## src/rtl/vx_raster_sched.sv

```systemverilog
// Raster pass sequencer: launches every raster unit, then round-robin merges their
// primitive streams into one registered output until all units have drained.
module vx_raster_sched #(
    parameter int NUM_UNITS = 2,
    parameter int PID_BITS  = 16,
    parameter int DIM_BITS  = 16,
    parameter int DATA_BITS = 32
) (
    input  logic                             clk,
    input  logic                             reset,
    input  logic                             start_in,
    output logic                             busy_out,
    output logic                             done_out,
    output logic [31:0]                      prim_count,
    output logic [NUM_UNITS-1:0]             unit_start,
    input  logic [NUM_UNITS-1:0]             unit_busy,
    input  logic [NUM_UNITS-1:0]             unit_valid,
    input  logic [NUM_UNITS*PID_BITS-1:0]    unit_pid,
    input  logic [NUM_UNITS*DIM_BITS-1:0]    unit_xloc,
    input  logic [NUM_UNITS*DIM_BITS-1:0]    unit_yloc,
    input  logic [NUM_UNITS*9*DATA_BITS-1:0] unit_edges,
    output logic [NUM_UNITS-1:0]             unit_ready,
    output logic                             valid_out,
    output logic [PID_BITS-1:0]              pid_out,
    output logic [DIM_BITS-1:0]              xloc_out,
    output logic [DIM_BITS-1:0]              yloc_out,
    output logic [9*DATA_BITS-1:0]           edges_out,
    input  logic                             ready_out
);
    localparam int LG_W   = (NUM_UNITS > 1) ? $clog2(NUM_UNITS) : 1;
    localparam int EDGE_W = 9 * DATA_BITS;
    localparam logic [LG_W-1:0] LAST_INIT = LG_W'(NUM_UNITS - 1);

    typedef enum logic [1:0] {
        IDLE   = 2'd0,
        LAUNCH = 2'd1,
        SETTLE = 2'd2,
        RUN    = 2'd3
    } state_t;

    state_t               state_r;
    logic [LG_W-1:0]      last_grant_r;
    logic [NUM_UNITS-1:0] unit_start_r;
    logic                 busy_r;
    logic                 done_r;
    logic                 valid_r;
    logic [31:0]          prim_count_r;
    logic [PID_BITS-1:0]  pid_r;
    logic [DIM_BITS-1:0]  xloc_r;
    logic [DIM_BITS-1:0]  yloc_r;
    logic [EDGE_W-1:0]    edges_r;

    logic [LG_W-1:0]      grant_idx_s;
    logic                 grant_any_s;
    logic                 accept_s;
    logic                 xfer_s;
    logic                 fire_s;
    logic                 run_done_s;
    logic                 start_acc_s;
    logic [NUM_UNITS-1:0] unit_ready_s;
    logic [PID_BITS-1:0]  pid_s;
    logic [DIM_BITS-1:0]  xloc_s;
    logic [DIM_BITS-1:0]  yloc_s;
    logic [EDGE_W-1:0]    edges_s;

    // Round-robin pick: lowest requester above last_grant wins, else lowest requester overall.
    always_comb begin
        grant_idx_s = last_grant_r;
        grant_any_s = 1'b0;
        for (int i = NUM_UNITS - 1; i >= 0; i--) begin
            grant_idx_s = (unit_valid[i] && (LG_W'(i) <= last_grant_r)) ? LG_W'(i) : grant_idx_s;
            grant_any_s = grant_any_s | unit_valid[i];
        end
        for (int i = NUM_UNITS - 1; i >= 0; i--) begin
            grant_idx_s = (unit_valid[i] && (LG_W'(i) > last_grant_r)) ? LG_W'(i) : grant_idx_s;
        end
    end

    // Steer the granted unit's ready and payload; nothing is accepted while reset is held.
    always_comb begin
        accept_s     = reset && grant_any_s && (!valid_r || ready_out);
        unit_ready_s = {NUM_UNITS{1'b0}};
        pid_s        = {PID_BITS{1'b0}};
        xloc_s       = {DIM_BITS{1'b0}};
        yloc_s       = {DIM_BITS{1'b0}};
        edges_s      = {EDGE_W{1'b0}};
        for (int i = 0; i < NUM_UNITS; i++) begin
            if (grant_idx_s == LG_W'(i)) begin
                unit_ready_s[i] = accept_s;
                pid_s           = unit_pid[i*PID_BITS +: PID_BITS];
                xloc_s          = unit_xloc[i*DIM_BITS +: DIM_BITS];
                yloc_s          = unit_yloc[i*DIM_BITS +: DIM_BITS];
                edges_s         = unit_edges[i*EDGE_W +: EDGE_W];
            end else begin
                unit_ready_s[i] = 1'b0;
            end
        end
    end

    assign xfer_s      = |(unit_valid & unit_ready_s);
    assign fire_s      = valid_r && ready_out;
    assign run_done_s  = (unit_busy == {NUM_UNITS{1'b0}}) && (unit_valid == {NUM_UNITS{1'b0}}) && !valid_r;
    assign start_acc_s = (state_r == IDLE) && start_in;

    // Pass sequencer; start is only honoured from IDLE.
    always_ff @(posedge clk) begin
        if (!reset) begin
            state_r      <= IDLE;
            unit_start_r <= {NUM_UNITS{1'b0}};
            busy_r       <= 1'b0;
            done_r       <= 1'b0;
        end else begin
            unit_start_r <= {NUM_UNITS{1'b0}};
            done_r       <= 1'b0;
            case (state_r)
                IDLE: begin
                    if (start_in) begin
                        state_r      <= LAUNCH;
                        unit_start_r <= {NUM_UNITS{1'b1}};
                        busy_r       <= 1'b1;
                    end
                end
                LAUNCH: state_r <= SETTLE;
                SETTLE: state_r <= RUN;
                RUN: begin
                    if (run_done_s) begin
                        state_r <= IDLE;
                        busy_r  <= 1'b0;
                        done_r  <= 1'b1;
                    end
                end
                default: begin
                    state_r <= IDLE;
                    busy_r  <= 1'b0;
                end
            endcase
        end
    end

    // Arbiter pointer moves only when a unit actually hands over a primitive.
    always_ff @(posedge clk) begin
        if (!reset) begin
            last_grant_r <= LAST_INIT;
        end else if (xfer_s) begin
            last_grant_r <= grant_idx_s;
        end
    end

    // Output occupancy: simultaneous fire and load keeps the register full.
    always_ff @(posedge clk) begin
        if (!reset) begin
            valid_r <= 1'b0;
        end else if (xfer_s) begin
            valid_r <= 1'b1;
        end else if (fire_s) begin
            valid_r <= 1'b0;
        end
    end

    // Payload captures only on a transfer, so a stalled output holds steady.
    always_ff @(posedge clk) begin
        if (xfer_s) begin
            pid_r   <= pid_s;
            xloc_r  <= xloc_s;
            yloc_r  <= yloc_s;
            edges_r <= edges_s;
        end
    end

    // Transfer counter; an accepted start clears it and swallows a coincident increment.
    always_ff @(posedge clk) begin
        if (!reset) begin
            prim_count_r <= 32'd0;
        end else if (start_acc_s) begin
            prim_count_r <= 32'd0;
        end else if (fire_s) begin
            prim_count_r <= prim_count_r + 32'd1;
        end
    end

    assign busy_out   = busy_r;
    assign done_out   = done_r;
    assign prim_count = prim_count_r;
    assign unit_start = unit_start_r;
    assign unit_ready = unit_ready_s;
    assign valid_out  = valid_r;
    assign pid_out    = pid_r;
    assign xloc_out   = xloc_r;
    assign yloc_out   = yloc_r;
    assign edges_out  = edges_r;

endmodule
```

## config.mk

```make
export PLATFORM = sky130hd
export DESIGN_NAME = vx_raster_sched
export DESIGN_NICKNAME = d
export VERILOG_FILES = /design/src/rtl/vx_raster_sched.sv
export SDC_FILE = /design/constraint.sdc
export NUM_CORES = 1
export LEC_CHECK = 0
export ABC_AREA = 1
export ABC_CLOCK_PERIOD_IN_PS = 32000
export CAP_MARGIN = 20
export CORE_AREA = 2 2 406 408
export DETAILED_ROUTE_END_ITERATION = 7
export DIE_AREA = 0 0 408 410
export GPL_TIMING_DRIVEN = 0
export PLACE_DENSITY = 0.37
export SKIP_CTS_REPAIR_TIMING = 1
export SLEW_MARGIN = 10
export SYNTH_ARGS = -nofsm -noshare
export SYNTH_HDL_FRONTEND = slang
export SYNTH_SLANG_ARGS = --single-unit
export TNS_END_PERCENT = 30
```

## constraint.sdc

```tcl
create_clock -name clk -period 32 [get_ports clk]
set_clock_uncertainty 0.2 [all_clocks]
set_input_delay 6.4 -clock clk [delete_from_list [all_inputs] [get_ports clk]]
set_output_delay 6.4 -clock clk [all_outputs]
set_load 0.02 [all_outputs]
```

==> results of run 1 <==
-- layout make-up --
| type | instances | share of cell area |
|---|---|---|
| Clock buffer | 76 | 0.0471 |
| Inverter | 48 | 0.00563 |
| Sequential cell | 375 | 0.340 |
| Tap cell | 2189 | 0.0856 |
| Buffer | 77 | 0.0124 |
| Multi-Input combinational cell | 1237 | 0.153 |
| Timing Repair Buffer | 1082 | 0.346 |
| Clock inverter | 26 | 0.00973 |
| Antenna cell | 13 | 0.00102 |
-- flip-flops by register name, indices dropped and copies added (netlist names), 2 cells and up --
register    count
state_r         2
edges_out     288
yloc_out       16
prim_count     32
xloc_out       16
pid_out        16
-- worst paths after layout --
kind	startpoint	slack (ns)	depth (start not counted)	endpoint
worst min register to register	prim_count[6]	0.29	2	prim_count[6]
worst max register to register	valid_out	28.66	12	edges_out[224]
worst min-delay path	prim_count[6]	0.29	2	prim_count[6]
worst max-delay path	reset	16.44	7	unit_ready[1]
-- where the power goes --
group | total (mW) | switching (mW) | internal, mW
registers | 0.602 | 0.0150 | 0.587
clock network | 0.638 | 0.267 | 0.371
logic | 0.388 | 0.215 | 0.172
-- kinds of logic (layout without fill, tap and decap cells) --
logic type	after synthesis	after routing	share of synthesized area
AOI/OAI and AO/OA	36	36	0.0112
xor gates and xnor gates	3	3	0.00161
adders and majority gates	5	5	0.00383
buffers and inverters	125	1309	0.0353
DFF	375	375	0.665
other	0	13	0
and+or+nand+nor	1193	1193	0.283
-- cell usage in the layout, fill, tap and decap left out, drive strengths merged --
master	n
or2	1
o21ai	19
ha	5
edfxtp	336
nor3	4
a21oi	17
clkinvlp	1
clkinv	17
nand2	1084
nor2	72
nand4	7
inv	51
diode	13
bufinv	5
xnor2	1
nand3b	1
nand3	23
clkbuf	78
clkdlybuf4s50	1054
xor2	2
buf	103
dfxtp	39
and2	1
-- routing by layer --
layer,part of all wire,track usage,vias to the layer above
li1,-,-,7889
met1,0.41,0.171,7753
met2,0.49,0.239,745
met3,0.075,0.0397,149
met4,0.023,0.0344,0
met5,0,0,-
-- worst register-to-register path: stages, from the launching register on --
cell and delay [ns]:
sky130_fd_sc_hd__dfxtp_1 0.33, sky130_fd_sc_hd__inv_1 0.08, sky130_fd_sc_hd__nor2_1 0.07, sky130_fd_sc_hd__nor3_4 0.68, sky130_fd_sc_hd__buf_16 0.24, sky130_fd_sc_hd__buf_8 0.18
sky130_fd_sc_hd__buf_8 0.19, sky130_fd_sc_hd__buf_8 0.21, sky130_fd_sc_hd__buf_16 0.18, sky130_fd_sc_hd__buf_16 0.17, sky130_fd_sc_hd__buf_16 0.18, sky130_fd_sc_hd__buf_8 0.19
sky130_fd_sc_hd__buf_8 0.17
-- through the flow --
step           hold WS (ns)   util  power [mW]  instance area [sq um]  setup TNS (ns)
2_1_floorplan         0.290      -       0.757                  16400               0
3_3_place_gp          0.273  0.181        1.02                  29600          -13.18
3_5_place_dp          0.285  0.184        1.01                  30200               0
4_1_cts               0.296  0.196        1.67                  32000               0
5_1_grt               0.322  0.196        1.70                  32000               0
6_report              0.294  0.196        1.63                  32000               0
==> results.txt, run 1 <==
Of all nets on the critical path, the largest fanout is 14. The DRC marker count from the first detailed-route iteration was 1,057; the floorplan die height was 410 microns. The fraction of synthesized cell area taken by the top area cell type is 0.617, and the delay contributed by the slowest stage of the critical path is 0.75 ns.

During synthesis, Yosys emitted a total of 0 warnings. The area used by multi-input combinational logic came out at 4910 sq um. Setup violations remaining at the end of the flow were counted as 0. The number of different library cells used by synthesis comes to 30.

The tools report the routability-driven placement congestion ratio as 0.907. Type of destination of the critical path: an output pin. VDD sags by at most 38.2 uV. The kind of start point of the critical path is an input pin.

For the worst endpoint required time, the log shows 25.40 ns. The logs give 5 for the number of iterations in the first detailed-routing pass and 103 mm for the post-detailed-placement half-perimeter wirelength. The share of layout cells above drive strength 1 came out at 0.0702. The run gives 121 mm as the detailed-route wire length. Via count of the first global-routing pass: 16,409. Summing every instance area after synthesis gives 16,400 sq um. Counting flops with a built-in enable in the synthesized netlist gives 336. The global-route wire length before repair is 156 mm, and the reported leakage power is 12.5 nW. Static timing analysis puts the maximum clock frequency at 0.0643 GHz. The tools report the effective utilization at floorplan as 0.100. The count of boundary I/O pins was 1,055; the number of placed instances with taps included was 5,008. Dividing the detail-routed wire length by the instance count gives 23.7 microns. The count of buffers from port buffering is 1,054. Most frequent cell on the critical path: sky130_fd_sc_hd__clkdlybuf4s50_1. The type of the worst min-delay path is reg2reg. The synthesized design contains 375 register bits. Synthesized netlist net count: 2,422.

Counting both buffers and inverters, the worst setup path holds a total of 5. The share of the cycle needed by the critical path after routing works out to 0.486. Clock-pin slew was measured on the worst setup and hold paths at 0.05 ns. The proportion of synthesized chip area in sequential cells is 0.665. In the post-route analysis, the smallest setup slack over all paths is 16.44 ns.

After the last flow step, the layout net total stands at 3,562. In the synthesized netlist the dominant register cell turns out to be sky130_fd_sc_hd__edfxtp_1. The final antenna-violating net count was 0; the count of standard-cell rows was 149. The number of clock sinks seen by CTS was 375; the later-pin clock latency in the skew report was 0.65 ns. The run gives 3 as the deepest clock path buffer count. The signal on the critical path passes through clkdlybuf4s50_1 > inv_2 > nor3_4 > buf_16 > inv_1 > nor2_1 > clkdlybuf4s50_1. Number of CTS-inserted buffers: 56.

Global routing finished with a remaining overflow of 0. By area the synthesized netlist is led by sky130_fd_sc_hd__edfxtp_1, sky130_fd_sc_hd__nand2_1, sky130_fd_sc_hd__dfxtp_1. On the critical path, the stage with the largest delay is an instance of sky130_fd_sc_hd__nor3_4.

The arrival time of the worst setup path was 8.96 ns; the width of the chip was 408 microns. The flip-flop and latch area came out at 10,900 sq um. Setup repair after global routing left no endpoint under its margin. The run finished with clean final reports.

Each instance of the synthesized netlist takes up on average 9.41 sq um. The run gives 167,000 sq um as the area enclosed by the die boundary. By count the netlist is led by sky130_fd_sc_hd__nand2_1, sky130_fd_sc_hd__edfxtp_1, sky130_fd_sc_hd__buf_2. The number of pins with negative max-slew slack in the final report is 0, and the number of H-tree branching levels is 2. The tools report the max-cap violation count as 0. By startpoint and endpoint, the worst setup path is classified as in2out. The overall global routing resource usage was 0.139; the via density per instance was 3.23. Yosys instantiated no cell more often than sky130_fd_sc_hd__nand2_1. Grouping stages by cell kind, the critical path spends the most delay in buffers and inverters. The shortest period the worst path allows is 15.56 ns. The biggest area consumer among synthesized cells was sky130_fd_sc_hd__edfxtp_1. The total via count after detailed routing is 16,536, and the power per cell area is 50.8 nW/um^2. The synthesis-to-layout area growth is 95.8%. The number of fill cells in the layout is 18,204, and the initial antenna violation count is 47. Synthesis handed over a netlist of 1,737 instances.

The logs give 16.29 ns for the worst slack after detailed placement and 0 for the count of final hold-check violations. The tools report the normalized max-slew margin as 0.410. The core region is 163,000 sq um.

Share of async-settable or async-resettable flops after synthesis: 0. TritonCTS built the clock tree. Entering global routing, the biggest net connects 17 pins. The number of non-filler instances in the completed layout is 5,123. In the routed design, unresolved DRC markers number 0. At the pin with the least slew margin, the transition time is 0.882 ns. The master cell of the clock root buffer is sky130_fd_sc_hd__clkbuf_16.
No activity file was read; power rests on OpenSTA's default activity.
==> run 2, diff against run 1 <==
--- a/config.mk
+++ b/config.mk
@@ -6,7 +6,7 @@
 export NUM_CORES = 1
 export LEC_CHECK = 0
 export ABC_AREA = 1
-export ABC_CLOCK_PERIOD_IN_PS = 32000
+export ABC_CLOCK_PERIOD_IN_PS = 14760
 export CAP_MARGIN = 20
 export CORE_AREA = 2 2 406 408
 export DETAILED_ROUTE_END_ITERATION = 7
==> constraint.sdc (replaced) <==
create_clock -name clk -period 14.76 [get_ports clk]
set_clock_uncertainty 0.2 [all_clocks]
set_input_delay 2.952 -clock clk [delete_from_list [all_inputs] [get_ports clk]]
set_output_delay 2.952 -clock clk [all_outputs]
set_load 0.02 [all_outputs]
==> run 2 against run 1 <==
Die area unchanged. Worst hold slack gained 0.00059 ns. Count of clock-buffer cells in the layout fell by 7. Critical path depth is 2 higher. Global-route usage rose by 0.28 points. Core utilization down 0.094 points. Register-to-register slack worse by 17 ns. Largest power group is now registers.
==> results.txt, run 2 (synthesis results as in run 1) <==
The number of fill cells in the layout is 18,222 (+0.099%). Clock tree synthesis selected as its root buffer the cell sky130_fd_sc_hd__clkbuf_16. For the reported leakage power, the log shows 12.5 nW (-0.64%).

The worst setup path is of the in2out kind. The number of cells on the worst hold path was 2 (unchanged); the net switching power of the design was 1.06 mW (+110%). The total via count after detailed routing is 16,585 (+0.30%).

Type of the worst min-delay path: reg2reg. The power per cell area was 108 nW/um^2 (+110%); the routability-driven placement congestion ratio was 0.916 (+1.0%). The synthesis-to-layout area growth was 94.8%; the sum of buffers and inverters on the critical path was 7 (+2). Among cell families on the critical path, the largest total delay comes from buffers and inverters. The logs give 6.15 ns (-2.81 ns) for the arrival time of the worst setup path and 55 (+17%) for the initial antenna violation count. For the number of CTS-inserted buffers, the log shows 55 (-1.8%). For the global-route wire length before repair, the log shows 158 mm (+1.5%). The kind of start point of the critical path is an input pin. The run gives 0 (unchanged) as the final antenna-violating net count.

Leaving out fill and tap cells, the most frequent cells in the layout are sky130_fd_sc_hd__nand2_1, sky130_fd_sc_hd__clkdlybuf4s50_1, sky130_fd_sc_hd__edfxtp_1. The routed length per placed instance was 24.1 microns (+1.8%). The delay contributed by the slowest stage of the critical path came out at 0.78 ns (+0.03 ns). The run gives 375 (unchanged) as the number of clock sinks seen by CTS. Floorplan die height: 410 microns (unchanged). The logic depth of the worst register-to-register path works out to 11 (-1).

The run finished with clean final reports. The worst slack after detailed placement is 5.23 ns (-11.06 ns). Setup repair after global routing left no endpoint under its margin.

The worst endpoint required time was 11.61 ns (-13.79 ns); the switching part of the total was 0.307 (+0.00141). Leaving out fill and tap cells, the most frequent cell in the layout is sky130_fd_sc_hd__nand2_1. The overall global routing resource usage is 0.142 (+0.00277). For hold timing, the worst endpoint is prim_count[6].

The logs give 1,051 (-0.57%) for the DRC marker count from the first detailed-route iteration and 3 (unchanged) for the deepest clock path buffer count. The part of the total power dissipated in the clock network is 0.378 (-0.014), and the final worst slack is 5.46 ns (-10.98 ns). The total negative slack for setup checks was 0 ns (unchanged). The number of DRC violations after detailed routing was 0 (unchanged); the largest fanout on the critical path was 13 (-1). The overflow left after global routing was 0 (unchanged). The maximum number of pins on one net before global-route repair came out at 19 (+2). The shortest period the worst path allows was 9.30 ns; the highest clock rate was 0.108 GHz. The width of the chip is 408 microns (unchanged). For the via count of the first global-routing pass, the log shows 16,713 (+1.9%). Number of nets in the finished design: 3,560 (-0.056%).

In this run the most critical hold path is launched from prim_count[6]. The run gives 167,000 sq um (unchanged) as the area enclosed by the die boundary. The run gives 163,000 sq um (unchanged) as the placeable core region.

The clock transition at the register clock pins on the worst setup and hold paths after CTS is 0.06 ns (about the same). The number of flip-flops under the largest register name is 288 (unchanged). The actual slew at the worst max-slew pin was 0.922 ns (+0.0393 ns); the count of boundary I/O pins was 1,055 (unchanged). For the later-pin clock latency in the skew report, the log shows 0.63 ns (-0.02 ns).

The tools report the share of power burned in combinational logic as 0.243 (+0.005). TritonCTS built the clock tree. The share of the cycle needed by the critical path after routing is 0.630, and the detailed-route wire length is 124 mm (+1.9%).

The worst-case vdd ir drop came out at 77.0 uV (+100%). The share of layout cells above drive strength 1 works out to 0.0682 (-0.00201). The logs give 0 (unchanged) for the max-cap violation count and 0 (unchanged) for the count of final hold-check violations.

For the area of placed instances, the log shows 30,100 sq um (-0.19%). The normalized max-slew margin is 0.384 (-0.0262), and the via density per instance is 3.23 (+0.14%). The run gives 0.100 (unchanged) as the effective utilization at floorplan. The count of standard-cell rows is 149 (unchanged), and the count of buffers from port buffering is 1,054 (unchanged). The logs give 31,900 sq um (-0.48%) for the post-route cell area and 0.378 (+0.008) for the sequential cell fraction of total power. For this design, the slowest cell found on the critical path is sky130_fd_sc_hd__clkdlybuf4s50_1. The number of H-tree branching levels came out at 2 (unchanged). The cell internal power dissipation is 2.39 mW (+110%). The tools report the startpoint of the most critical register-to-register path as valid_out. STA classifies the critical path endpoint as an output pin.

The number of iterations in the first detailed-routing pass is 5 (unchanged). The tools report the post-detailed-placement half-perimeter wirelength as 105 mm (+1.9%). The sum of internal, switching and leakage power is 3.44 mW (+110%). Traced cell by cell, the critical path runs through clkdlybuf4s50_1 > inv_2 > nor3_4 > buf_16 > buf_8 > buf_16 > inv_1 > nor2_1 > clkdlybuf4s50_1.

The run gives 0 (unchanged) as the final count of negative-setup-slack endpoints. The tools report the worst-case register-to-register setup slack as 11.60 ns (-17.06 ns). The tools report the capturing point of the worst reg2reg path as edges_out[35]. The tools report the number of pins with negative max-slew slack in the final report as 0 (unchanged).
-- run 2: changes by cell type in the layout (fill, tap and decap cells not counted), moves of 2 or more --
cell and delta:
sky130_fd_sc_hd__clkinv_1 +8, sky130_fd_sc_hd__diode_2 +10, sky130_fd_sc_hd__clkbuf_8 -3, sky130_fd_sc_hd__inv_16 -2, sky130_fd_sc_hd__clkbuf_1 -4, sky130_fd_sc_hd__buf_16 -3, sky130_fd_sc_hd__bufinv_16 -2
-- run 2: worst min-delay path: cells and delay by family, from the launching register on --
family,cells,cell delay [ns]
DFF,1,0.33
buffers and inverters,1,0.06
AOI/OAI and AO/OA,1,0.06
-- run 2: stage by stage --
step,utilization,hold slack [ns],instances
after floorplan,-,0.290,1737
after global placement,0.181,0.269,4980
after detailed placement,0.184,0.280,5007
after CTS,0.195,0.304,5108
after global routing,0.195,0.340,5123
final,0.195,0.295,5131
-- run 2: worst max path at each step --
stage | to | cells after the start | slack, ns | start
3_3_place_gp | unit_ready[1] | 6 | -8.81 | unit_valid[0]
2_1_floorplan | unit_ready[1] | 4 | -0.20 | reset
4_1_cts | unit_ready[1] | 9 | 5.24 | unit_valid[0]
6_report | unit_ready[1] | 9 | 5.46 | reset
3_5_place_dp | unit_ready[1] | 9 | 5.23 | unit_valid[0]
5_1_grt | unit_ready[1] | 9 | 5.24 | reset
-- run 2: layer usage --
metal	track usage	vias to the layer above	wire length (microns)
li1	-	7896	-
met2	0.239	748	59600
met1	0.170	7792	50400
met5	0	-	13
met3	0.0458	147	10100
met4	0.0476	2	3600
-- run 2: layout make-up --
type                    count  area [sq um]  area share
repair buffers           1081         11000       0.346
flip-flops and latches    375         10900       0.341
multi-input cells        1237          4910       0.154
well taps                2189          2740      0.0860
clock buffers              69          1450      0.0455
plain buffers              77           397      0.0124
clock inverters            32           245     0.00770
inverters                  48           180     0.00566
diodes                     23          57.6     0.00181
-- run 2: power groups by stage --
stage / clock (mW) / combinational (mW) / sequential, mW
3_5_place_dp: 0 / 0.857 / 1.32
2_1_floorplan: 0 / 0.196 / 1.43
6_report: 1.30 / 0.838 / 1.30
4_1_cts: 1.37 / 0.861 / 1.30
5_1_grt: 1.40 / 0.905 / 1.31
3_3_place_gp: 0 / 0.839 / 1.35
